**src/rtl/array_sched.sv**
```systemverilog
// Job sequencer for the Bit Fusion systolic array wrapper.
// Per job: latch config, strobe weight load, stream N input vectors,
// and track array latency so each psum vector is written to the
// output buffer, then pulse done.
module array_sched #(
  parameter int unsigned ARRAY_SIZE = 8,
  parameter int unsigned ADDR_W     = 10,
  parameter int unsigned LATENCY    = 12
) (
  input  logic              clk,
  input  logic              rst,
  input  logic              start,
  input  logic [3:0]        cfg_in_width,
  input  logic [3:0]        cfg_weight_width,
  input  logic              cfg_s_in,
  input  logic              cfg_s_weight,
  input  logic [ADDR_W:0]   cfg_num_vec,
  input  logic [ADDR_W-1:0] cfg_in_base,
  input  logic [ADDR_W-1:0] cfg_out_base,
  output logic              busy,
  output logic              done,
  output logic              wt_load,
  output logic [3:0]        arr_in_width,
  output logic [3:0]        arr_weight_width,
  output logic              arr_s_in,
  output logic              arr_s_weight,
  output logic              in_rd_en,
  output logic [ADDR_W-1:0] in_rd_addr,
  output logic              out_wr_en,
  output logic [ADDR_W-1:0] out_wr_addr
);

  localparam int unsigned CNT_W = ADDR_W + 1;
  localparam logic [LATENCY-1:0] TOP_MASK = LATENCY'(1) << (LATENCY - 1);

  // Reject parameter sets the latency tracker cannot represent.
  if (LATENCY < 1 || LATENCY > 31 || ARRAY_SIZE < 1) begin : g_param_check
    $error("array_sched: LATENCY must be 1..31 and ARRAY_SIZE >= 1");
  end

  typedef enum logic [2:0] {
    S_IDLE,
    S_LOAD,
    S_LOADW,
    S_STREAM,
    S_DRAIN,
    S_DONE
  } state_t;

  state_t              state_q;
  logic                settle_q;
  logic [CNT_W-1:0]    remain_q;
  logic                busy_q;
  logic                done_q;
  logic                wt_load_q;
  logic [3:0]          in_width_q;
  logic [3:0]          weight_width_q;
  logic                s_in_q;
  logic                s_weight_q;
  logic                in_rd_en_q;
  logic [ADDR_W-1:0]   in_rd_addr_q;
  logic [ADDR_W-1:0]   out_wr_addr_q;
  logic [LATENCY-1:0]  sr_q;
  logic [LATENCY-1:0]  sr_d;
  logic                last_wr_c;

  // Next value of the in_rd_en delay line; top bit is the psum-valid strobe.
  // last_wr_c: after this edge the only psum still in flight is the one
  // being written, so done can coincide with the final write.
  always_comb begin
    sr_d      = (sr_q << 1) | LATENCY'(in_rd_en_q);
    last_wr_c = ((sr_d & ~TOP_MASK) == '0);
  end

  // Job FSM with registered outputs and the latency delay line.
  always_ff @(posedge clk) begin
    if (rst) begin
      state_q        <= S_IDLE;
      settle_q       <= 1'b0;
      remain_q       <= '0;
      busy_q         <= 1'b0;
      done_q         <= 1'b0;
      wt_load_q      <= 1'b0;
      in_width_q     <= '0;
      weight_width_q <= '0;
      s_in_q         <= 1'b0;
      s_weight_q     <= 1'b0;
      in_rd_en_q     <= 1'b0;
      in_rd_addr_q   <= '0;
      out_wr_addr_q  <= '0;
      sr_q           <= '0;
    end else begin
      sr_q      <= sr_d;
      wt_load_q <= 1'b0;
      done_q    <= 1'b0;
      if (sr_q[LATENCY-1]) begin
        out_wr_addr_q <= out_wr_addr_q + ADDR_W'(1);
      end

      case (state_q)
        S_IDLE, S_DONE: begin
          state_q <= S_IDLE;
          if (start) begin
            state_q        <= S_LOAD;
            busy_q         <= 1'b1;
            wt_load_q      <= 1'b1;
            in_width_q     <= cfg_in_width;
            weight_width_q <= cfg_weight_width;
            s_in_q         <= cfg_s_in;
            s_weight_q     <= cfg_s_weight;
            remain_q       <= cfg_num_vec;
            in_rd_addr_q   <= cfg_in_base;
            out_wr_addr_q  <= cfg_out_base;
          end
        end

        S_LOAD: begin
          state_q  <= S_LOADW;
          settle_q <= 1'b0;
        end

        // Two cycles for weights to settle in the array.
        S_LOADW: begin
          if (!settle_q) begin
            settle_q <= 1'b1;
          end else if (remain_q == '0) begin
            state_q <= S_DONE;
            busy_q  <= 1'b0;
            done_q  <= 1'b1;
          end else begin
            state_q    <= S_STREAM;
            in_rd_en_q <= 1'b1;
          end
        end

        S_STREAM: begin
          remain_q <= remain_q - CNT_W'(1);
          if (remain_q == CNT_W'(1)) begin
            in_rd_en_q <= 1'b0;
            if (last_wr_c) begin
              state_q <= S_DONE;
              busy_q  <= 1'b0;
              done_q  <= 1'b1;
            end else begin
              state_q <= S_DRAIN;
            end
          end else begin
            in_rd_addr_q <= in_rd_addr_q + ADDR_W'(1);
          end
        end

        S_DRAIN: begin
          if (last_wr_c) begin
            state_q <= S_DONE;
            busy_q  <= 1'b0;
            done_q  <= 1'b1;
          end
        end

        default: begin
          state_q <= S_IDLE;
          busy_q  <= 1'b0;
        end
      endcase
    end
  end

  assign busy             = busy_q;
  assign done             = done_q;
  assign wt_load          = wt_load_q;
  assign arr_in_width     = in_width_q;
  assign arr_weight_width = weight_width_q;
  assign arr_s_in         = s_in_q;
  assign arr_s_weight     = s_weight_q;
  assign in_rd_en         = in_rd_en_q;
  assign in_rd_addr       = in_rd_addr_q;
  assign out_wr_en        = sr_q[LATENCY-1];
  assign out_wr_addr      = out_wr_addr_q;

endmodule

```
**config.mk**
```make
export PLATFORM = sky130hd
export DESIGN_NAME = array_sched
export DESIGN_NICKNAME = d
export VERILOG_FILES = /design/src/rtl/array_sched.sv
export SDC_FILE = /design/constraint.sdc
export NUM_CORES = 1
export LEC_CHECK = 0
export CELL_PAD_IN_SITES_DETAIL_PLACEMENT = 2
export CELL_PAD_IN_SITES_GLOBAL_PLACEMENT = 2
export CORE_MARGIN = 4
export CORE_UTILIZATION = 28
export DETAILED_ROUTE_END_ITERATION = 6
export GPL_ROUTABILITY_DRIVEN = 0
export PLACE_DENSITY = 0.76
export SYNTH_ARGS = -nofsm -noshare
export SYNTH_HDL_FRONTEND = slang
export SYNTH_SLANG_ARGS = --single-unit
```
**constraint.sdc**
```tcl
create_clock -name clk -period 2.5 [get_ports clk]
set_input_delay 0.25 -clock clk [delete_from_list [all_inputs] [get_ports clk]]
set_output_delay 0.25 -clock clk [all_outputs]
set_load 0.03 [all_outputs]
```
Word-level counts from Yosys, hierarchy flattened --
Cells that the tools add are included. Widths: inputs -> output; s select.
Word-level totals: register bits after elaboration 61, bits of input ports 44
Cells by class: add/subtract/negate cells 3, equal/unequal tests 13, multiplexer cells 32, bitwise logic cells 3, reduce and logical (&&, ||, !) cells 14
Operators with widths (number):
- $mux 10 | 5
- $pmux 11 s2 | 1
- $add 10x1->10 const B | 2
- $pmux 10 s2 | 1
- $mux 1 | 15
- $pmux 3 s5 | 1
- $ne 2x2->1 const B | 7
- $logic_not 12->1 | 1
- $mux 3 | 4
- $or 12x1->12 | 1
- $eq 11x1->1 const B | 1
- $logic_not 11->1 | 1
- $mux 11 | 1
- $sub 11x1->11 const B | 1
- $eq 3x2->1 const B | 2
- $eq 3x3->1 const B | 2
- $reduce_and 3->1 | 2
- $reduce_bool 2->1 | 3
- $pmux 1 s5 | 1
- $reduce_and 5->1 | 1
- $pmux 1 s2 | 2
- $reduce_and 2->1 | 2
- $reduce_and 4->1 | 1
- $reduce_or 2->1 | 2
- 4 further kinds | 5

Logic depth before layout (Yosys ltp) --
depth in word-level cells 5, depth in mapped cells 6

Worst setup path before layout --
No wires, ideal clock.
path type reg2reg, start register remain_q[1], end register in_rd_addr_q[4] (netlist: in_rd_addr[4]), setup time 0.087 ns, arrival time 1.737 ns, required time 2.413 ns, setup slack 0.676 ns, stages on the path, launching flop included 7, buffers on the path 0, cell sequence dfxtp_1 -> inv_1 -> ha_1 -> or4b_2 -> a2111oi_4 -> o311ai_0 -> o31ai_1
On the way: word-level cells in the longest chain between the ends 3
Ends and longest elaborated chain:
- from (decl) | RTL line 52 | logic [CNT_W-1:0] remain_q;
- from (signal assigned) | RTL line 111 | remain_q <= cfg_num_vec;
- from (signal assigned) | RTL line 137 | remain_q <= remain_q - CNT_W'(1);
- $eq 11x1->1 | RTL line 138 | if (remain_q == CNT_W'(1)) begin
- $ne 2x2->1 (no line)
- $reduce_and 3->1 (no line)
- to (signal assigned) | RTL line 112 | in_rd_addr_q <= cfg_in_base;
- to (signal assigned) | RTL line 148 | in_rd_addr_q <= in_rd_addr_q + ADDR_W'(1);
- to (decl) | RTL line 61 | logic [ADDR_W-1:0] in_rd_addr_q;
No other way between the ends. A chain may end at the register's enable or synchronous reset.

Final worst setup path --
start register remain_q[0], end register in_rd_addr_q[4] (netlist: in_rd_addr[4])
Same word-level chain as after synthesis.

==> results.tsv <==
stage	metric	value	unit
floorplan	FP Rows	37	
synthesis	XOR/XNOR share of the synthesized area	0.03271	
timing	setup_tns	0	ns
clock_tree	Max Root-Sink Buffers	2	
routing	Iteration-0 DRC Markers	105	
global_routing	first-pass GRT wire length	16860	um
synthesis	Net Count, Synth	392	
synthesis	EDFF count, synth	0	
floorplan	io pins	79	
pwr	internal power	0.002543	W
pwr	Net Sw Power	0.001945	W
routing	DRC Markers	0	
synthesis	Synth Flop Type	dfxtp_1	
synthesis	post-synthesis average cell area	8.587	um2
clock_tree	Num CTS Buffers	9	
min_path	Hold Path Class	in2reg	
place	DP HPWL	7367	um
pwr	switching power share of the total	0.4334	
timing	Slew @ Worst Pin	0.7093	ns
clock_tree	TritonCTS clock tree	built	
finish	Fillers	1177	
place	Place WS	0.2835	ns
synthesis	Synth Area in Simple Gates	0.2434	
worst_setup_path	critical path class	reg2reg	
clock_tree	worst skew pair latency	0.35	ns
synthesis	register area share after synthesis	0.4146	
finish	share of cells above drive strength 1	0.07565	
finish	Antenna Cells	0	
global_routing	initial antenna violation count	0	
run_status	outcome	complete, no violations	
worst_setup_path	CP Capture Type	flip-flop	
pwr	Combinational Power Share	0.466	
pwr	Total Power	0.004487	W
synthesis	ys async rst share	0	
clock_tree	post-CTS sizing	0	
timing	min setup slack post-route	0.3261	ns
floorplan	core area	10280	um2
clock_tree	CTS sink cnt	61	
finish	Net count, final	468	
floorplan	Die X	110.6	um
synthesis	count of distinct cell types in the synthesized netlist	57	
finish	Layout area overhead	38.02	%
pwr	static leakage	1.414	nW
synthesis	Synth Area in Adders	0.02124	
synthesis	synth warn	0	
place	Port Buffer Count	78	
clock_tree	CTS HTree Levels	3	
timing	hold_ws	0.3652	ns
routing	Vias	2899	
synthesis	synthesized cell area	2945	um2
synthesis	Synth Area in Compound Gates	0.2443	
pwr	VDD IR max	0.3498	mV
global_routing	largest net degree at the start of global routing	40	
worst_setup_path	CP Data Required Time	2.77	ns
routing	wire length per cell	18.19	um
timing	Setup-failing EPs final	0	
synthesis	post-synthesis cell count	343	
worst_setup_path	flop2flop setup slack	0.33	ns
worst_setup_path	CP Max Fanout	5	
clock_tree	postcts setup bufs	0	
timing	final worst-path cycle share	0.8696	
flow_run	maxcap violations	0	
worst_setup_path	Arr. time, crit path	2.44	ns
routing	via/cell ratio	5.186	
pwr	PD cells	1104	nW/um2
global_routing	number of global-route vias before repair	3159	
timing	max-slew violations	0	
floorplan	Die Y	110.6	um
global_routing	aggregate global routing overflow	0	
synthesis	post-synthesis mux area share	0.006797	
place	Placed Cells	544	
floorplan	Die Area	12220	um2
timing	Final Hold Vio Count	0	
pwr	register share of total power	0.344	
finish	register area	1221	um2
finish	area of the multi-input gates	1615	um2
routing	router iterations before antenna repair	4	
finish	Finished Layout Cells	559	
timing	f_max	460.0	MHz
clock_tree	Clock Tree Root	clkbuf_8	
synthesis	main combinational cell family by area after synthesis	compound AO/OA/AOI/OAI gates	
floorplan	Initial Utilization	0.2866	
synthesis	Yosys reg bits	61	
timing	Tmin final	2.174	ns
clock_tree	hold_buf cts	0	
routing	final WL	10170	um
routing	Final ANT Viol Nets	0	
clock_tree	Reg clk slew, reported paths	0.07	ns
global_routing	All-Layer GR Usage	0.1688	
pwr	clock share of power	0.190	
timing	clk_skew	0.01033	ns
timing	RSZ-0062 raised after global routing	false	
worst_setup_path	Worst Setup Start Kind	flip-flop	
timing	relative slew slack	0.5271	
[registers in the layout (all words and copies together) (netlist names)]
register	flops
sr_q	12
remain_q	11
in_rd_addr	10
out_wr_addr	10
arr_in_width	4
arr_weight_width	4
state_q	3
arr_s_in	1
arr_s_weight	1
busy	1
done	1
in_rd_en	1
settle_q	1
wt_load	1
[worst max-delay path, stage by stage, from the launching register on]
cell       delay (ns)
dfxtp_1          0.41
ha_1             0.29
or4b_2           0.68
a2111oi_4        0.40
o311ai_0         0.21
o31ai_1          0.10
[through the flow]
step	utilization	cell area, um2
3_3_place_gp	0.3780	3885
2_1_floorplan	-	2945
4_1_cts	0.3955	4065
3_5_place_dp	0.3780	3885
6_report	0.3955	4065
5_1_grt	0.3955	4065
[layout by cell type, fill, tap and decap left out, drive strengths merged, types with 5 or more instances in the layout]
master / instances
nand2b: 5
clkbuf: 10
a211oi: 16
clkdlybuf4s50: 77
inv: 6
xnor2: 7
o311ai: 7
or4: 5
nor2b: 14
a21oi: 31
dfxtp: 61
nand4: 7
nor3: 7
nor3b: 5
nand2: 37
nor2: 31
or3: 5
ha: 5
buf: 10
[synth_stat cells (all sizes together), types with 5 or more instances]
master	number	area, um2
nand2	37	138.9
dfxtp	61	1221
nor2b	14	87.58
nor3b	5	37.54
nand4	7	43.79
ha	5	62.56
nor2	31	116.4
nand2b	5	31.28
or4	5	37.54
o311ai	7	61.31
a21oi	31	158.9
nor3	7	35.03
xnor2	7	61.31
a211oi	16	120.1
inv	6	22.52
or3	5	41.29
clkbuf	18	67.56
[layout make-up]
type,count,share of cell area
Sequential cell,61,0.3004
Clock inverter,5,0.01293
Tap cell,136,0.04186
Multi-Input combinational cell,254,0.3974
Clock buffer,10,0.03139
Inverter,6,0.005540
Timing Repair Buffer,87,0.2105
[logic make-up after synthesis]
kind of cell	Yosys count
buf+inv	28
mux	2
compound gates	99
flops	61
xor+xnor	11
fa+ha+maj	5
simple gates	137
[power groups by stage]
stage / logic (W) / registers, W / clock network, W
floorplan: 0.00110 / 0.00174 / 0
global route: 0.00231 / 0.00159 / 0.000934
finish: 0.00209 / 0.00154 / 0.000854
global placement: 0.00204 / 0.00155 / 0
detailed placement: 0.00211 / 0.00156 / 0
CTS: 0.00212 / 0.00154 / 0.000881
[path summary, 6_finish.rpt]
path / startpoint / depth (start not counted) / to
min: rst / 2 / arr_weight_width[1]
max reg2reg: remain_q[0] / 5 / in_rd_addr[4]
min reg2reg: arr_weight_width[1] / 2 / arr_weight_width[1]
max: remain_q[0] / 5 / in_rd_addr[4]
[metal layers]
layer / vias to the layer above / global-route usage / part of all wire
met5: - / 0 / 0
met4: 0 / 0.05419 / 0.014
met3: 9 / 0.03452 / 0.023
met2: 43 / 0.2840 / 0.49
met1: 1425 / 0.2159 / 0.47
li1: 1422 / - / -
(Power assumes the default switching activity.)
